--- src/rtl/seven_seg_scan_ctrl_pkg.sv ---
// Shared types and constants for the seven-segment scan controller:
// FSM state encoding, reset display word and the CPU source-select code.
package seven_seg_scan_ctrl_pkg;

    typedef enum logic {
        ST_SHOW  = 1'b0,
        ST_BLANK = 1'b1
    } scan_state_e;

    localparam logic [31:0] DEFAULT_NUM_C = 32'hAA5555AA;
    localparam logic [2:0]  SEL_CPU       = 3'd0;

endpackage

--- src/rtl/seven_seg_scan_ctrl_if.sv ---
// Write-side bus of the scan controller: source select, CPU GPIO write
// port and the debug request/acknowledge handshake.
interface seven_seg_scan_ctrl_if;
    logic [2:0]  sel;
    logic        cpu_we;
    logic [31:0] cpu_data;
    logic        dbg_req;
    logic [31:0] dbg_data;
    logic        dbg_ack;

    modport master (
        output sel, cpu_we, cpu_data, dbg_req, dbg_data,
        input  dbg_ack
    );

    modport slave (
        input  sel, cpu_we, cpu_data, dbg_req, dbg_data,
        output dbg_ack
    );
endinterface

--- src/rtl/seven_seg_scan_ctrl_scan_prescaler.sv ---
// Free-running DIV_W-bit prescaler; tc flags the last count of a SHOW phase
// so the counter wraps back to zero on the same edge the FSM leaves SHOW.
module scan_prescaler #(
    parameter int DIV_W = 17
) (
    input  logic clk,
    input  logic rst,
    input  logic en,
    input  logic clr,
    output logic tc
);

    logic [DIV_W-1:0] cnt_r;

    // Prescale counter with synchronous reset and clear
    always_ff @(posedge clk) begin
        if (rst) begin
            cnt_r <= '0;
        end else if (clr) begin
            cnt_r <= '0;
        end else if (en) begin
            cnt_r <= cnt_r + DIV_W'(1);
        end else begin
            cnt_r <= cnt_r;
        end
    end

    assign tc = en & (&cnt_r);

endmodule

--- src/rtl/seven_seg_scan_ctrl.sv ---
// Digit-scan sequencer with dead-time blanking plus the display-word owner:
// arbitrates CPU/debug writes into a pending word and commits it tear-free.
module seven_seg_scan_ctrl
    import seven_seg_scan_ctrl_pkg::*;
#(
    parameter int          DIV_W       = 17,
    parameter int          DEAD_CYC    = 16,
    parameter logic [31:0] DEFAULT_NUM = DEFAULT_NUM_C,
    parameter bit          TEAR_FREE   = 1'b1
) (
    input  logic                  clk,
    input  logic                  rst,
    seven_seg_scan_ctrl_if.slave  bus,
    input  logic                  freeze,
    output logic [1:0]            scanning,
    output logic                  blank,
    output logic                  digit_tick,
    output logic [31:0]           disp_num
);

    localparam int              DCNT_W    = (DEAD_CYC > 1) ? $clog2(DEAD_CYC) : 1;
    localparam logic [DCNT_W-1:0] DEAD_LAST = DCNT_W'(DEAD_CYC - 1);

    scan_state_e       state_r;
    scan_state_e       nxt_state_s;
    logic [DCNT_W-1:0] dcnt_r;
    logic [1:0]        scanning_r;
    logic              blank_r;
    logic              digit_tick_r;
    logic              dbg_ack_r;
    logic [31:0]       disp_num_r;
    logic [31:0]       pending_r;
    logic              pend_valid_r;

    logic              pre_tc_s;
    logic              show_end_s;
    logic              blank_end_s;
    logic              cpu_acc_s;
    logic              dbg_acc_s;
    logic              wr_s;
    logic [31:0]       wr_data_s;
    logic              commit_point_s;
    logic              commit_s;

    scan_prescaler #(
        .DIV_W (DIV_W)
    ) u_prescaler (
        .clk (clk),
        .rst (rst),
        .en  (state_r == ST_SHOW),
        .clr (state_r == ST_BLANK),
        .tc  (pre_tc_s)
    );

    // Next-state decode for the SHOW/BLANK scan FSM
    always_comb begin
        nxt_state_s = state_r;
        show_end_s  = 1'b0;
        blank_end_s = 1'b0;
        case (state_r)
            ST_SHOW: begin
                if (pre_tc_s) begin
                    show_end_s  = 1'b1;
                    nxt_state_s = ST_BLANK;
                end else begin
                    nxt_state_s = ST_SHOW;
                end
            end
            ST_BLANK: begin
                if (dcnt_r == DEAD_LAST) begin
                    blank_end_s = 1'b1;
                    nxt_state_s = ST_SHOW;
                end else begin
                    nxt_state_s = ST_BLANK;
                end
            end
            default: begin
                nxt_state_s = ST_BLANK;
            end
        endcase
    end

    // Source arbitration and commit qualification; the owner is decided by sel alone
    always_comb begin
        cpu_acc_s = (bus.sel == SEL_CPU) && bus.cpu_we;
        dbg_acc_s = (bus.sel != SEL_CPU) && bus.dbg_req;
        wr_s      = cpu_acc_s || dbg_acc_s;
        if (cpu_acc_s) begin
            wr_data_s = bus.cpu_data;
        end else begin
            wr_data_s = bus.dbg_data;
        end
        if (TEAR_FREE) begin
            commit_point_s = show_end_s && (scanning_r == 2'd3);
        end else begin
            commit_point_s = 1'b1;
        end
        commit_s = pend_valid_r && !freeze && commit_point_s;
    end

    // Scan state, dead-time counter and registered scan outputs
    always_ff @(posedge clk) begin
        if (rst) begin
            state_r      <= ST_BLANK;
            dcnt_r       <= '0;
            scanning_r   <= 2'd0;
            blank_r      <= 1'b1;
            digit_tick_r <= 1'b0;
        end else begin
            state_r      <= nxt_state_s;
            blank_r      <= (nxt_state_s == ST_BLANK);
            digit_tick_r <= show_end_s;
            if (show_end_s) begin
                scanning_r <= scanning_r + 2'd1;
            end else begin
                scanning_r <= scanning_r;
            end
            if ((state_r == ST_BLANK) && !blank_end_s) begin
                dcnt_r <= dcnt_r + DCNT_W'(1);
            end else begin
                dcnt_r <= '0;
            end
        end
    end

    // Pending word, commit and debug acknowledge; a same-cycle write refills pending after commit
    always_ff @(posedge clk) begin
        if (rst) begin
            pending_r    <= DEFAULT_NUM;
            pend_valid_r <= 1'b0;
            disp_num_r   <= DEFAULT_NUM;
            dbg_ack_r    <= 1'b0;
        end else begin
            dbg_ack_r <= dbg_acc_s;
            if (commit_s) begin
                disp_num_r <= pending_r;
            end else begin
                disp_num_r <= disp_num_r;
            end
            if (wr_s) begin
                pending_r    <= wr_data_s;
                pend_valid_r <= 1'b1;
            end else if (commit_s) begin
                pending_r    <= pending_r;
                pend_valid_r <= 1'b0;
            end else begin
                pending_r    <= pending_r;
                pend_valid_r <= pend_valid_r;
            end
        end
    end

    assign scanning    = scanning_r;
    assign blank       = blank_r;
    assign digit_tick  = digit_tick_r;
    assign disp_num    = disp_num_r;
    assign bus.dbg_ack = dbg_ack_r;

endmodule
--- src/flat_wrapper.sv ---
// flat-port wrapper written by rule: the top's interface ports become plain ports
module seven_seg_scan_ctrl_flat import seven_seg_scan_ctrl_pkg::*;
#(
    parameter int          DIV_W       = 17,
    parameter int          DEAD_CYC    = 16,
    parameter logic [31:0] DEFAULT_NUM = DEFAULT_NUM_C,
    parameter bit          TEAR_FREE   = 1'b1
)
  (clk, rst, freeze, scanning, blank, digit_tick, disp_num, bus_sel, bus_cpu_we, bus_cpu_data, bus_dbg_req, bus_dbg_data, bus_dbg_ack);
  seven_seg_scan_ctrl_if bus_i ();
  input  logic clk;
  input  logic rst;
  input  logic freeze;
  output logic [1:0] scanning;
  output logic blank;
  output logic digit_tick;
  output logic [31:0] disp_num;
  input wire logic [$bits(bus_i.sel)-1:0] bus_sel;
  input wire logic [$bits(bus_i.cpu_we)-1:0] bus_cpu_we;
  input wire logic [$bits(bus_i.cpu_data)-1:0] bus_cpu_data;
  input wire logic [$bits(bus_i.dbg_req)-1:0] bus_dbg_req;
  input wire logic [$bits(bus_i.dbg_data)-1:0] bus_dbg_data;
  output wire logic [$bits(bus_i.dbg_ack)-1:0] bus_dbg_ack;
  assign bus_i.sel = bus_sel;
  assign bus_i.cpu_we = bus_cpu_we;
  assign bus_i.cpu_data = bus_cpu_data;
  assign bus_i.dbg_req = bus_dbg_req;
  assign bus_i.dbg_data = bus_dbg_data;
  assign bus_dbg_ack = bus_i.dbg_ack;
  seven_seg_scan_ctrl #(.DIV_W(DIV_W), .DEAD_CYC(DEAD_CYC), .DEFAULT_NUM(DEFAULT_NUM), .TEAR_FREE(TEAR_FREE)) u_core (.clk(clk), .rst(rst), .bus(bus_i), .freeze(freeze), .scanning(scanning), .blank(blank), .digit_tick(digit_tick), .disp_num(disp_num));
endmodule
--- config.mk ---
export PLATFORM = sky130hd
export DESIGN_NAME = seven_seg_scan_ctrl_flat
export DESIGN_NICKNAME = d
export VERILOG_FILES = /design/src/rtl/seven_seg_scan_ctrl_pkg.sv /design/src/rtl/seven_seg_scan_ctrl_if.sv /design/src/rtl/seven_seg_scan_ctrl_scan_prescaler.sv /design/src/rtl/seven_seg_scan_ctrl.sv /design/src/flat_wrapper.sv
export SDC_FILE = /design/constraint.sdc
export NUM_CORES = 1
export LEC_CHECK = 0
export BUFFER_PORTS_ARGS = -buffer_cell sky130_fd_sc_hd__buf_2
export CAP_MARGIN = 10
export CORE_AREA = 5 5 93 95
export DETAILED_ROUTE_END_ITERATION = 12
export DIE_AREA = 0 0 98 100
export GPL_ROUTABILITY_DRIVEN = 0
export MAX_ROUTING_LAYER = met4
export PLACE_DENSITY = 0.78
export SLEW_MARGIN = 40
export SYNTH_ARGS = -nofsm -noshare
export SYNTH_HDL_FRONTEND = slang
export SYNTH_SLANG_ARGS = --single-unit
--- constraint.sdc ---
create_clock -name clk -period 3.15 [get_ports clk]
set_clock_uncertainty 0.1 [all_clocks]
set_input_delay 0.315 -clock clk [delete_from_list [all_inputs] [get_ports clk]]
set_output_delay 0.315 -clock clk [all_outputs]
set_load 0.005 [all_outputs]
**Yosys cells after proc, flatten, opt, wreduce, memory -nomap -nowiden**

Cells that the tools add are included.

- Muxes and demuxes: 9
- Add/sub/neg operators: 3
- Bitwise gates (word level): 3
- Equality and inequality tests: 2
- Reduce and logical (&&, ||, !) cells: 15

Operators by type and width:

| operator | number |
|---|---|
| $mux 32 | 1 |
| $add 17x1->17 const B | 1 |
| $reduce_and 17->1 | 1 |
| $mux 1 | 7 |
| $logic_and 1x1->1 | 6 |
| $add 4x1->4 const B | 1 |
| $eq 4x4->1 const B | 1 |
| $reduce_or 2->1 | 2 |
| $logic_not 3->1 | 1 |
| $reduce_bool 3->1 | 1 |
| $add 2x1->2 const B | 1 |
| $eq 2x2->1 const B | 1 |
| $logic_not 1->1 | 2 |
| $not 1->1 | 2 |
| $pmux 1 s2 | 1 |
| $reduce_bool 2->1 | 1 |
| $and 1x1->1 | 1 |
| $logic_or 1x1->1 | 1 |

- Input bits: 72
- Bits in registers: 91

**Logic depth before layout (Yosys ltp)**

Gate-level depths: netlist of the first run.

- Depth in word-level cells: 8
- Gate-level depth with buffers: 9
- Depth with buffers taken out: 7

**Hierarchy**

From an unflattened synthesis of the first run, not the netlist that was laid out.

- Cell total of the unflattened synthesis: 460
- Area, all modules: 3963.8 sq um

Modules (own cells, without submodules):

| module | cells each | area each (sq um) | instances |
|---|---|---|---|
| seven_seg_scan_ctrl | 367 | 3121.7 | 1 |
| scan_prescaler | 93 | 842.1 | 1 |

**Worst setup path after synthesis of the first run**

OpenSTA, ideal clock, no wires.

- Kind: register to register
- From: register u_core.u_prescaler.cnt_r[0]
- To: register u_core.disp_num_r[22] (netlist: u_core.disp_num[22])
- Setup time: 0.120 ns
- Cell stages (with the launch flop): 9
- Buffers on the path: 1
- Arrival: 2.227 ns
- Path slack: 0.703 ns
- Path through: dfxtp_1 -> ha_1 -> nand4_1 -> nor4_1 -> ha_1 -> and4bb_2 -> nand2_1 -> buf_2 -> a211o_1

- Word-level cells in the longest chain between the ends: 6

RTL lines:

| item | RTL line | RTL |
|---|---|---|
| start, declared | seven_seg_scan_ctrl_scan_prescaler.sv:13 | `logic [DIV_W-1:0] cnt_r;` |
| start signal, assigned | seven_seg_scan_ctrl_scan_prescaler.sv:22 | `cnt_r <= cnt_r + DIV_W'(1);` |
| start signal, assigned | seven_seg_scan_ctrl_scan_prescaler.sv:24 | `cnt_r <= cnt_r;` |
| $reduce_and 17->1 | seven_seg_scan_ctrl_scan_prescaler.sv:28 | `assign tc = en & (&cnt_r);` |
| $and 1x1->1 | seven_seg_scan_ctrl_scan_prescaler.sv:28 |  |
| $mux 1 | seven_seg_scan_ctrl.sv:62 | `if (pre_tc_s) begin` |
| $mux 1 | seven_seg_scan_ctrl.sv:60 | `case (state_r)` |
| $logic_and 1x1->1 | seven_seg_scan_ctrl.sv:94 | `commit_point_s = show_end_s && (scanning_r == 2'd3);` |
| $logic_and 1x1->1 | seven_seg_scan_ctrl.sv:98 | `commit_s = pend_valid_r && !freeze && commit_point_s;` |
| end signal, assigned | seven_seg_scan_ctrl.sv:136 | `disp_num_r <= pending_r;` |
| end signal, assigned | seven_seg_scan_ctrl.sv:138 | `disp_num_r <= disp_num_r;` |
| end, declared | seven_seg_scan_ctrl.sv:31 | `logic [31:0] disp_num_r;` |

Every way passes these cells.
A chain may end at the register's enable or synchronous reset.

**Final worst setup path of the first run**

- From: register u_core.u_prescaler.cnt_r[0]
- To: register u_core.disp_num_r[17] (netlist: u_core.disp_num[17])

Same word-level chain as after synthesis.

==> results of run 1 <==
-- worst max path at each step --
stage / start / endpoint / slack [ps] / cells after the start
global placement: u_core.u_prescaler.cnt_r[0]$_SDFF_PP0_ / u_core.disp_num[1]$_SDFFE_PP1P_ / 480 / 7
floorplan: u_core.u_prescaler.cnt_r[0]$_SDFF_PP0_ / u_core.disp_num[22]$_SDFFE_PP1P_ / 700 / 8
detailed placement: u_core.u_prescaler.cnt_r[0]$_SDFF_PP0_ / u_core.disp_num[18]$_SDFFE_PP1P_ / 330 / 7
global route: u_core.u_prescaler.cnt_r[0]$_SDFF_PP0_ / u_core.disp_num[30]$_SDFFE_PP0P_ / 130 / 8
CTS: u_core.u_prescaler.cnt_r[0]$_SDFF_PP0_ / u_core.disp_num[5]$_SDFFE_PP1P_ / 310 / 7
finish: u_core.u_prescaler.cnt_r[0]$_SDFF_PP0_ / u_core.disp_num[17]$_SDFFE_PP0P_ / 440 / 8
-- area by class of cell --
| cell class | count | share of cell area |
|---|---|---|
| repair buffers | 112 | 0.122 |
| well taps | 102 | 0.0272 |
| clock buffers | 11 | 0.0301 |
| inverters | 4 | 0.00320 |
| clock inverters | 5 | 0.0213 |
| multi-input cells | 288 | 0.408 |
| flip-flops and latches | 91 | 0.388 |
-- power groups by stage --
stage | logic, W | clock network (W) | registers (W)
after floorplan | 0.000106 | 0 | 0.00123
after global placement | 0.000165 | 0 | 0.00123
after detailed placement | 0.000169 | 0 | 0.00123
after CTS | 0.000169 | 0.000948 | 0.00121
after global routing | 0.000189 | 0.00101 | 0.00121
final | 0.000169 | 0.000934 | 0.00121
-- routing by layer --
layer  up-vias  share of wire
met1      1630           0.46
met2       106           0.46
met5         -              0
met4         0          0.017
met3        15          0.060
li1       1720              -
-- worst register-to-register path, cell delays in order, from the launching register on --
cell and delay [ps]:
dfxtp_1 400, ha_1 230, nand4_1 330, nor4_1 390
ha_1 260, and4bb_2 270, buf_4 320, nand3_1 190
a21oi_1 150
-- cell families after synthesis --
family | Yosys count
simple gates | 171
compound gates | 102
flops | 91
buf+inv | 36
xor+xnor | 6
mux | 5
fa+ha+maj | 4
-- sequential cells by signal (all words and copies together), names as in the netlist --
signal                    count
u_core.disp_num              32
u_core.digit_tick             1
u_core.pend_valid_r           1
u_core.state_r                1
u_core.scanning               2
u_core.bus.dbg_ack            1
u_core.dcnt_r                 4
u_core.u_prescaler.cnt_r     17
u_core.pending_r             32
-- metrics by stage --
step                      hold WS (ps)  std cells
after floorplan                    317        415
after global placement             327        597
after detailed placement           345        597
after CTS                          120        613
after global routing               126        613
final                              130        613
-- cells in the final DEF, fill, tap and decap left out, types with 9 or more instances in the layout --
cell / count
dfxtp_1: 91
and3_1: 43
a21oi_1: 24
nand3_1: 25
a2111o_1: 16
o21ai_0: 20
a311oi_2: 9
buf_2: 108
nor2_1: 26
clkbuf_8: 10
a211o_1: 16
nand2_1: 38
-- what timing repair did --
| item | CTS | global route |
|---|---|---|
| hold endpoints to repair | 0 | 0 |
| hold buffers | 0 | 0 |
| setup endpoints to repair | 0 | 5 |
| resized for setup | 0 | 2 |
==> impl_metrics.yaml, run 1 <==
global_routing:
  grt_use_met3: 0.0445
  grt_max_degree: 44
  grt_pass1_wl_um: 16300
  top_usage_layer: "met2"
  met1_usage: 0.287
  overflow: 0
  grt_util_met2: 0.305
  grt_use_total: 0.208
  grt_pass1_vias: 3320
  antenna_found_initial: 0
synth:
  synth_top_flop_cell: "dfxtp_1"
  synth-seq-cells: 91
  async_flop_share: 0
  synth_compound_area_frac: 0.215
  synth_common_cells: "dfxtp_1, and3_1, nand2_1"
  yosysTopAreaCell: "dfxtp_1"
  syn-cell-area_um2: 3910
  synth-simple-area-share: 0.235
  yosysSeqAreaShare: 0.466
  muxShareOfSynthArea: 0.0128
  synth_top_family_by_area: "simple AND/OR/NAND/NOR gates"
  synth_edf_count: 0
  ys_top_cells_by_area: "dfxtp_1, and3_1, a2111o_1"
  synth_top_area_frac: 0.466
  syn_avg_cell_area_um2: 9.42
  synth-xor-area-share: 0.0134
  yosysWarnings: 0
  synth_fp_nets: 491
  synth_cell_type_count: 45
  synthAdderAreaFrac: 0.0128
  synth_cells: 415
  yosysMostFrequentCell: "dfxtp_1"
hold_path:
  hp-start: "bus_dbg_data[19]"
  min_path_cells: 3
  worstHoldEndpoint: "u_core.pending_r[19]$_SDFFE_PP0P_"
  hold_class: "in -> reg"
detailed_routing:
  final_antenna_net_count: 0
  drt_iter0_markers: 293
  detail_route.wl_per_cell_um: 15.7
  first_pass_iters: 5
  drcViolationCount: 0
  via_per_inst: 5.66
  drt_wl_total_um: 9610
  vias: 3471
sta:
  hold_viol: 0
  min_period_over_period: 0.861
  layout_setup_ws_ps: 438
  rsz0062_at_grt: "false"
  fmax_ghz: 0.369
  maxSlewHeadroom: 0.530
  fin_crit_ps: 2710
  slew_viol_final: 0
  tns_ps: 0
  setup-violations-final: 0
  worst_pin_slew_ps: 703
critical_path:
  required_ps: 3330
  crit_buf_inv: 1
  path_delay_family: "simple AND/OR/NAND/NOR gates"
  end_kind: "flip-flop"
  ff2ff_setup_slack_ps: 440
  critPathMostFrequentCell: "ha_1"
  path_cells: "ha_1 > nand4_1 > nor4_1 > ha_1 > and4bb_2 > buf_4 > nand3_1 > a21oi_1"
  cp_slowest_stage_delay_ps: 400
  cp.arrival_ps: 2890
  critical-path-slowest-cell: "dfxtp_1"
  cp-start-kind: "flip-flop"
  timing.rr.start: "u_core.u_prescaler.cnt_r[0]$_SDFF_PP0_"
  critical_path_class: "reg -> reg"
  reg2reg_depth: 8
  critPathMaxFanout: 32
  r2r_end: "u_core.disp_num[17]$_SDFFE_PP0P_"
cts:
  clock-sinks: 91
  clk_pin_slew_ps: 80
  clock_latency_ps: 350
  cts_tree: "done"
  cts_buffers: 9
  postCtsSetupBuffers: 0
  cts.path.max_buffers: 2
  htree_levels: 3
  root_buffer: "clkbuf_8"
cells_and_area:
  multi_input_area_um2: 1920
  fin_nets: 582
  syn2layout_area_growth_pct: 20.1
  seqCellArea_um2: 1820
  diodes: 0
  utilization: 0.614
  drive_above_1_share: 0.299
  final_cell_area_um2: 4690
  fillCellCount: 681
floorplanning:
  die_area_um2: 9800
  io_pins: 109
  initial_utilization: 0.511
  rows: 32
  die_h_um: 100
  core_area_um2: 7650
  die_w_um: 98
pwr:
  swShare: 0.215
  p_per_area_nw_per_um2: 493
  p_clk_frac: 0.404
  p_total_w: 0.00231
  power.switching_w: 0.000497
  vdd_ir_drop_max_mv: 0.230
  p_leak_nw: 1.98
  p_int_w: 0.00181
  power_frac_seq: 0.523
  pwr-share-comb: 0.073
placement:
  dpl_cell_area_um2: 4440
  place_ws_ps: 331
  port_buffers: 108
  place_hpwl_um: 6720
flow_run:
  max_cap_viol_count: 0
run_status:
  run_status: "complete, no violations"
Power figures use the tool's default switching activity.
==> inputs of run 2 (changes only) <==
--- a/config.mk
+++ b/config.mk
@@ -12,7 +12,7 @@
 export DIE_AREA = 0 0 98 100
 export GPL_ROUTABILITY_DRIVEN = 0
 export MAX_ROUTING_LAYER = met4
-export PLACE_DENSITY = 0.78
+export PLACE_DENSITY_LB_ADDON = 0.1
 export SLEW_MARGIN = 40
 export SYNTH_ARGS = -nofsm -noshare
 export SYNTH_HDL_FRONTEND = slang
==> constraint.sdc (replaced) <==
create_clock -name clk -period 2.8 [get_ports clk]
set_clock_uncertainty 0.1 [all_clocks]
set_input_delay 0.28 -clock clk [delete_from_list [all_inputs] [get_ports clk]]
set_output_delay 0.28 -clock clk [all_outputs]
set_load 0.005 [all_outputs]
==> run 2 against run 1 <==
Cell count increased by 0.49%. Sequential power grew 12%. Die area stayed put. Final area shrank 0.93%. Fmax grew 5.8%. Total power is 3.0% higher. First-iteration DRC count is 67% lower. Wire length down 2.2%. Worst setup slack worse by 200 ps. Critical endpoint is now u_core.disp_num[20]$_SDFFE_PP1P_. Global-route usage decreased by 0.89 points.
==> impl_metrics.yaml, run 2 (synthesized netlist as in run 1, its figures left out) <==
run_status:
  run_status: "complete, no violations"
global_routing:
  grt_use_total: 0.199
  grt_max_degree: 33
  overflow: 0
  antenna_found_initial: 0
  grt_pass1_wl_um: 15600
  grt_pass1_vias: 3372
hold_path:
  hp-start: "bus_dbg_data[11]"
  hold_class: "in -> reg"
critical_path:
  timing.rr.start: "u_core.u_prescaler.cnt_r[0]$_SDFF_PP0_"
  critPathMostFrequentCell: "ha_1"
  crit_start: "u_core.u_prescaler.cnt_r[0]$_SDFF_PP0_"
  path_cells: "ha_1 > nand4_1 > nor4_1 > ha_1 > and4bb_2 > nand2_1 > a211o_1"
  required_ps: 2940
  critical_path_class: "reg -> reg"
  cp_slowest_stage_delay_ps: 410
  path_delay_family: "simple AND/OR/NAND/NOR gates"
  critical-path-slowest-cell: "dfxtp_1"
  cp.arrival_ps: 2700
  end_kind: "flip-flop"
  critPathMaxFanout: 16
  crit_buf_inv: 0
  cp-start-kind: "flip-flop"
floorplanning:
  die_area_um2: 9800
  io_pins: 109
  die_h_um: 100
  die_w_um: 98
  rows: 32
  core_area_um2: 7650
  initial_utilization: 0.511
cts:
  clock-sinks: 91
  root_buffer: "clkbuf_8"
  postCtsSetupBuffers: 0
  cts.path.max_buffers: 2
  cts_buffers: 9
  clock_latency_ps: 350
  clk_pin_slew_ps: 80
  cts-resized-gates: 0
  htree_levels: 3
  cts_hold_repair.buffers: 0
  cts_tree: "done"
sta:
  worst_pin_slew_ps: 674
  tns_ps: 0
  fin_crit_ps: 2560
  hold_viol: 0
  layout_setup_ws_ps: 236
  setup-violations-final: 0
  min_period_over_period: 0.916
  fmax_ghz: 0.390
  rsz0062_at_grt: "false"
  slew_viol_final: 0
  maxSlewHeadroom: 0.551
cells_and_area:
  fin_nets: 586
  finalNonFillerCells: 616
  syn2layout_area_growth_pct: 19.0
  final_common_cell: "buf_2"
  drive_above_1_share: 0.296
  final_cell_area_um2: 4650
  utilization: 0.608
  fillCellCount: 702
  final_cell_mix: "buf_2, dfxtp_1, and3_1"
  diodes: 0
placement:
  place_hpwl_um: 6630
  place_inst: 601
  port_buffers: 108
  place_ws_ps: 239
  dpl_cell_area_um2: 4470
detailed_routing:
  drt_wl_total_um: 9400
  vias: 3443
  via_per_inst: 5.59
  drt_iter0_markers: 96
  final_antenna_net_count: 0
  first_pass_iters: 4
  drcViolationCount: 0
  detail_route.wl_per_cell_um: 15.3
pwr:
  vdd_ir_drop_max_mv: 0.245
  p_leak_nw: 1.96
  p_per_area_nw_per_um2: 512
flow_run:
  max_cap_viol_count: 0
-- run 2: power by group --
part	leakage (nW)	total, W	switching, W	internal, W
registers	0.743	0.00136	0.0000265	0.00134
clock network	0.0902	0.000829	0.000422	0.000407
logic	1.13	0.000190	0.0000979	0.0000920
-- run 2: stage by stage --
step                power (W)  hold WS (ps)
finish                0.00238          92.0
global route          0.00248          87.2
CTS                   0.00241          78.9
detailed placement    0.00158           341
global placement      0.00158           338
floorplan             0.00150           317
-- run 2: path summary, 6_finish.rpt --
check                                                          to  slack, ps  cells past startpoint
worst max-delay path             u_core.disp_num[20]$_SDFFE_PP1P_        240                      7
worst min-delay path            u_core.pending_r[11]$_SDFFE_PP0P_         90                      3
worst max register to register   u_core.disp_num[20]$_SDFFE_PP1P_        240                      7
worst min register to register        u_core.dcnt_r[0]$_SDFF_PP0_        360                      1
-- run 2: final cells by class --
class | count | area [µm²] | area share
timing repair buffer | 116 | 601 | 0.129
tap | 102 | 128 | 0.0275
inverter | 4 | 15.0 | 0.00323
sequential | 91 | 1820 | 0.392
clock buffer | 12 | 135 | 0.0291
multi-input combinational | 288 | 1910 | 0.410
clock inverter | 3 | 40.0 | 0.00861
-- run 2: worst reg2reg max path, cell delays in order, from the launching register on --
cell	delay, ps
dfxtp_1	410
ha_1	240
nand4_1	130
nor4_1	310
ha_1	270
and4bb_2	250
nand2_1	330
a211o_1	410
-- run 2: metal layers --
metal	routed length, µm	global-route usage	up-vias
li1	-	-	1731
met1	4370	0.254	1609
met2	4360	0.313	86
met3	464	0.0347	17
met4	200	0.0831	0
met5	0	-	-
==> inputs of run 3 (changes only) <==
--- a/config.mk
+++ b/config.mk
@@ -5,11 +5,12 @@
 export SDC_FILE = /design/constraint.sdc
 export NUM_CORES = 1
 export LEC_CHECK = 0
+export ABC_AREA = 1
 export BUFFER_PORTS_ARGS = -buffer_cell sky130_fd_sc_hd__buf_2
 export CAP_MARGIN = 10
-export CORE_AREA = 5 5 93 95
+export CORE_AREA = 5 5 96 98
 export DETAILED_ROUTE_END_ITERATION = 12
-export DIE_AREA = 0 0 98 100
+export DIE_AREA = 0 0 101 103
 export GPL_ROUTABILITY_DRIVEN = 0
 export MAX_ROUTING_LAYER = met4
 export PLACE_DENSITY_LB_ADDON = 0.1
==> constraint.sdc (replaced) <==
create_clock -name clk -period 2.6 [get_ports clk]
set_clock_uncertainty 0.1 [all_clocks]
set_input_delay 0.26 -clock clk [delete_from_list [all_inputs] [get_ports clk]]
set_output_delay 0.26 -clock clk [all_outputs]
set_load 0.005 [all_outputs]
==> run 3 against run 2 <==
Synthesized area is 8.4% higher. Sequential power grew 8%. Utilization down 1.2 points. Flip-flop and latch count unchanged. Worst hold slack worse by 32 ps. Wire length increased by 2.4%. Die area rose by 6.2%. Total power up 9.5%. Via count up 7.6%. Register-to-register slack improved by 160 ps. Final area is 7.4% higher. Largest cell class unchanged. Largest power group unchanged.
==> impl_metrics.yaml, run 3 <==
run_status:
  run_status: "complete, no violations"
global_routing:
  grt_pass1_wl_um: 15900
  overflow: 0
  antenna_found_initial: 0
  grt_max_degree: 39
  grt_pass1_vias: 3440
  grt_use_total: 0.195
floorplanning:
  rows: 34
  die_w_um: 101
  core_area_um2: 8380
  io_pins: 109
  initial_utilization: 0.505
  die_area_um2: 10400
  die_h_um: 103
detailed_routing:
  detail_route.wl_per_cell_um: 12.7
  via_per_inst: 4.90
  drt_wl_total_um: 9620
  drcViolationCount: 0
  vias: 3706
  drt_iter0_markers: 147
  final_antenna_net_count: 0
  first_pass_iters: 4
critical_path:
  path_delay_family: "simple AND/OR/NAND/NOR gates"
  critPathMaxFanout: 16
  cp.arrival_ps: 2350
  ff2ff_setup_slack_ps: 390
  end_kind: "flip-flop"
  crit_buf_inv: 2
  critPathMostFrequentCell: "nor2_1"
  cp_slowest_stage_delay_ps: 360
  critical_path_class: "reg -> reg"
  cp-start-kind: "flip-flop"
  critical-path-slowest-cell: "dfxtp_1"
  required_ps: 2750
  path_cells: "ha_1 > nand3_1 > nor2_1 > nand4_1 > nor2_1 > ha_1 > inv_1 > nor2_1 > nand4_2 > buf_4 > o21ai_0 > nor2_1"
sta:
  rsz0062_at_grt: "false"
  slew_viol_final: 0
  setup-violations-final: 0
  fin_crit_ps: 2210
  min_period_over_period: 0.849
  tns_ps: 0
  fmax_ghz: 0.453
  worst_pin_slew_ps: 539
  maxSlewHeadroom: 0.640
  hold_viol: 0
synth:
  async_flop_share: 0
  synth_fp_nets: 619
  synth_top_area_frac: 0.430
  yosysWarnings: 0
  synth_top_flop_cell: "dfxtp_1"
  yosysTopAreaCell: "dfxtp_1"
  yosysMostFrequentCell: "nand2_1"
  synth_edf_count: 0
  synth-seq-cells: 91
  syn_avg_cell_area_um2: 7.80
  syn-cell-area_um2: 4240
  synth_common_cells: "nand2_1, dfxtp_1, inv_1, nor2_1, nand3_1"
  ys_top_cells_by_area: "dfxtp_1, nand2_1, inv_1"
  yosysSeqAreaShare: 0.430
  synth_cells: 543
  synth_cell_type_count: 32
cts:
  postCtsSetupBuffers: 0
  htree_levels: 3
  clock-sinks: 91
  cts_hold_repair.buffers: 0
  clock_latency_ps: 350
  root_buffer: "clkbuf_8"
  cts.path.max_buffers: 2
  cts-resized-gates: 0
  cts_buffers: 9
  cts_tree: "done"
  clk_pin_slew_ps: 90
placement:
  dpl_cell_area_um2: 4820
  port_buffers: 108
  place_hpwl_um: 7250
flow_run:
  max_cap_viol_count: 0
hold_path:
  hold_class: "in -> reg"
cells_and_area:
  diodes: 0
  final_cell_mix: "buf_2, nand2_1, dfxtp_1"
  fin_nets: 720
  final_common_cell: "buf_2"
  drive_above_1_share: 0.319
  syn2layout_area_growth_pct: 17.9
  final_cell_area_um2: 4990
pwr:
  p_leak_nw: 2.39
  p_per_area_nw_per_um2: 522
  vdd_ir_drop_max_mv: 0.263
[run 3: cell types whose count changed in the layout (fill, tap and decap cells not counted), moves of 10 or more]
cell,change
nor2_1,+43
nand3_2,+23
o211ai_2,+16
nand2_1,+63
nand2_2,+10
and3_1,-43
a2111o_1,-16
nand3_1,+25
a21oi_2,+15
inv_1,+65
a211o_1,-16
a21oi_1,-16
nand4_1,+15
[run 3: final timing paths]
check	cells past startpoint	start	endpoint
min reg2reg	1	u_core.u_prescaler.cnt_r[0]$_SDFF_PP0_	u_core.u_prescaler.cnt_r[0]$_SDFF_PP0_
min	3	bus_cpu_data[29]	u_core.pending_r[29]$_SDFFE_PP1P_
max reg2reg	12	u_core.u_prescaler.cnt_r[0]$_SDFF_PP0_	u_core.disp_num[21]$_SDFFE_PP0P_
max	12	u_core.u_prescaler.cnt_r[0]$_SDFF_PP0_	u_core.disp_num[21]$_SDFFE_PP0P_
[run 3: report_power, final]
part | switching (W) | leakage, nW | total [W] | internal, W
registers | 0.0000281 | 0.743 | 0.00147 | 0.00144
logic | 0.000169 | 1.57 | 0.000287 | 0.000117
clock network | 0.000482 | 0.0806 | 0.000853 | 0.000371
[run 3: cell type report]
cell class	count	area [µm²]
fillers	804	3390
flip-flops and latches	91	1820
clock buffers	10	138
inverters	73	279
multi-input cells	351	1960
clock inverters	5	40.0
well taps	108	135
repair buffers	118	616
[run 3: cells by family (layout without fill, tap and decap cells)]
logic type,count (synthesis),count (layout),share of synthesized area
adders and majority gates,4,4,0.0118
DFF,91,91,0.430
AOI/OAI and AO/OA,64,64,0.119
buffers and inverters,101,206,0.106
and+or+nand+nor,279,279,0.324
xor gates and xnor gates,4,4,0.00827
[run 3: worst reg2reg max path, stage by stage (launching register included)]
cell     delay (ps)
dfxtp_1         360
ha_1            190
nand3_1         100
nor2_1          140
nand4_1         120
nor2_1          120
ha_1            150
inv_1            50
nor2_1          170
nand4_2         160
buf_4           220
o21ai_0         180
nor2_1           50
[run 3: per-stage QoR]
stage	total power (W)	setup WS (ps)	hold slack (ps)	cells	util
after floorplan	0.00170	463	315	543	-
after global placement	0.00178	494	329	741	0.575
after detailed placement	0.00179	388	341	741	0.575
after CTS	0.00264	388	51.9	756	0.596
after global routing	0.00273	82.4	41.9	756	0.596
final	0.00261	394	60.2	756	0.596
[run 3: layer usage]
| metal | global-route usage | share of wire | up-vias |
|---|---|---|---|
| met5 | - | 0 | - |
| met4 | 0.0552 | 0.0074 | 0 |
| met3 | 0.0379 | 0.048 | 7 |
| met2 | 0.303 | 0.47 | 92 |
| met1 | 0.260 | 0.47 | 1662 |
| li1 | - | - | 1945 |
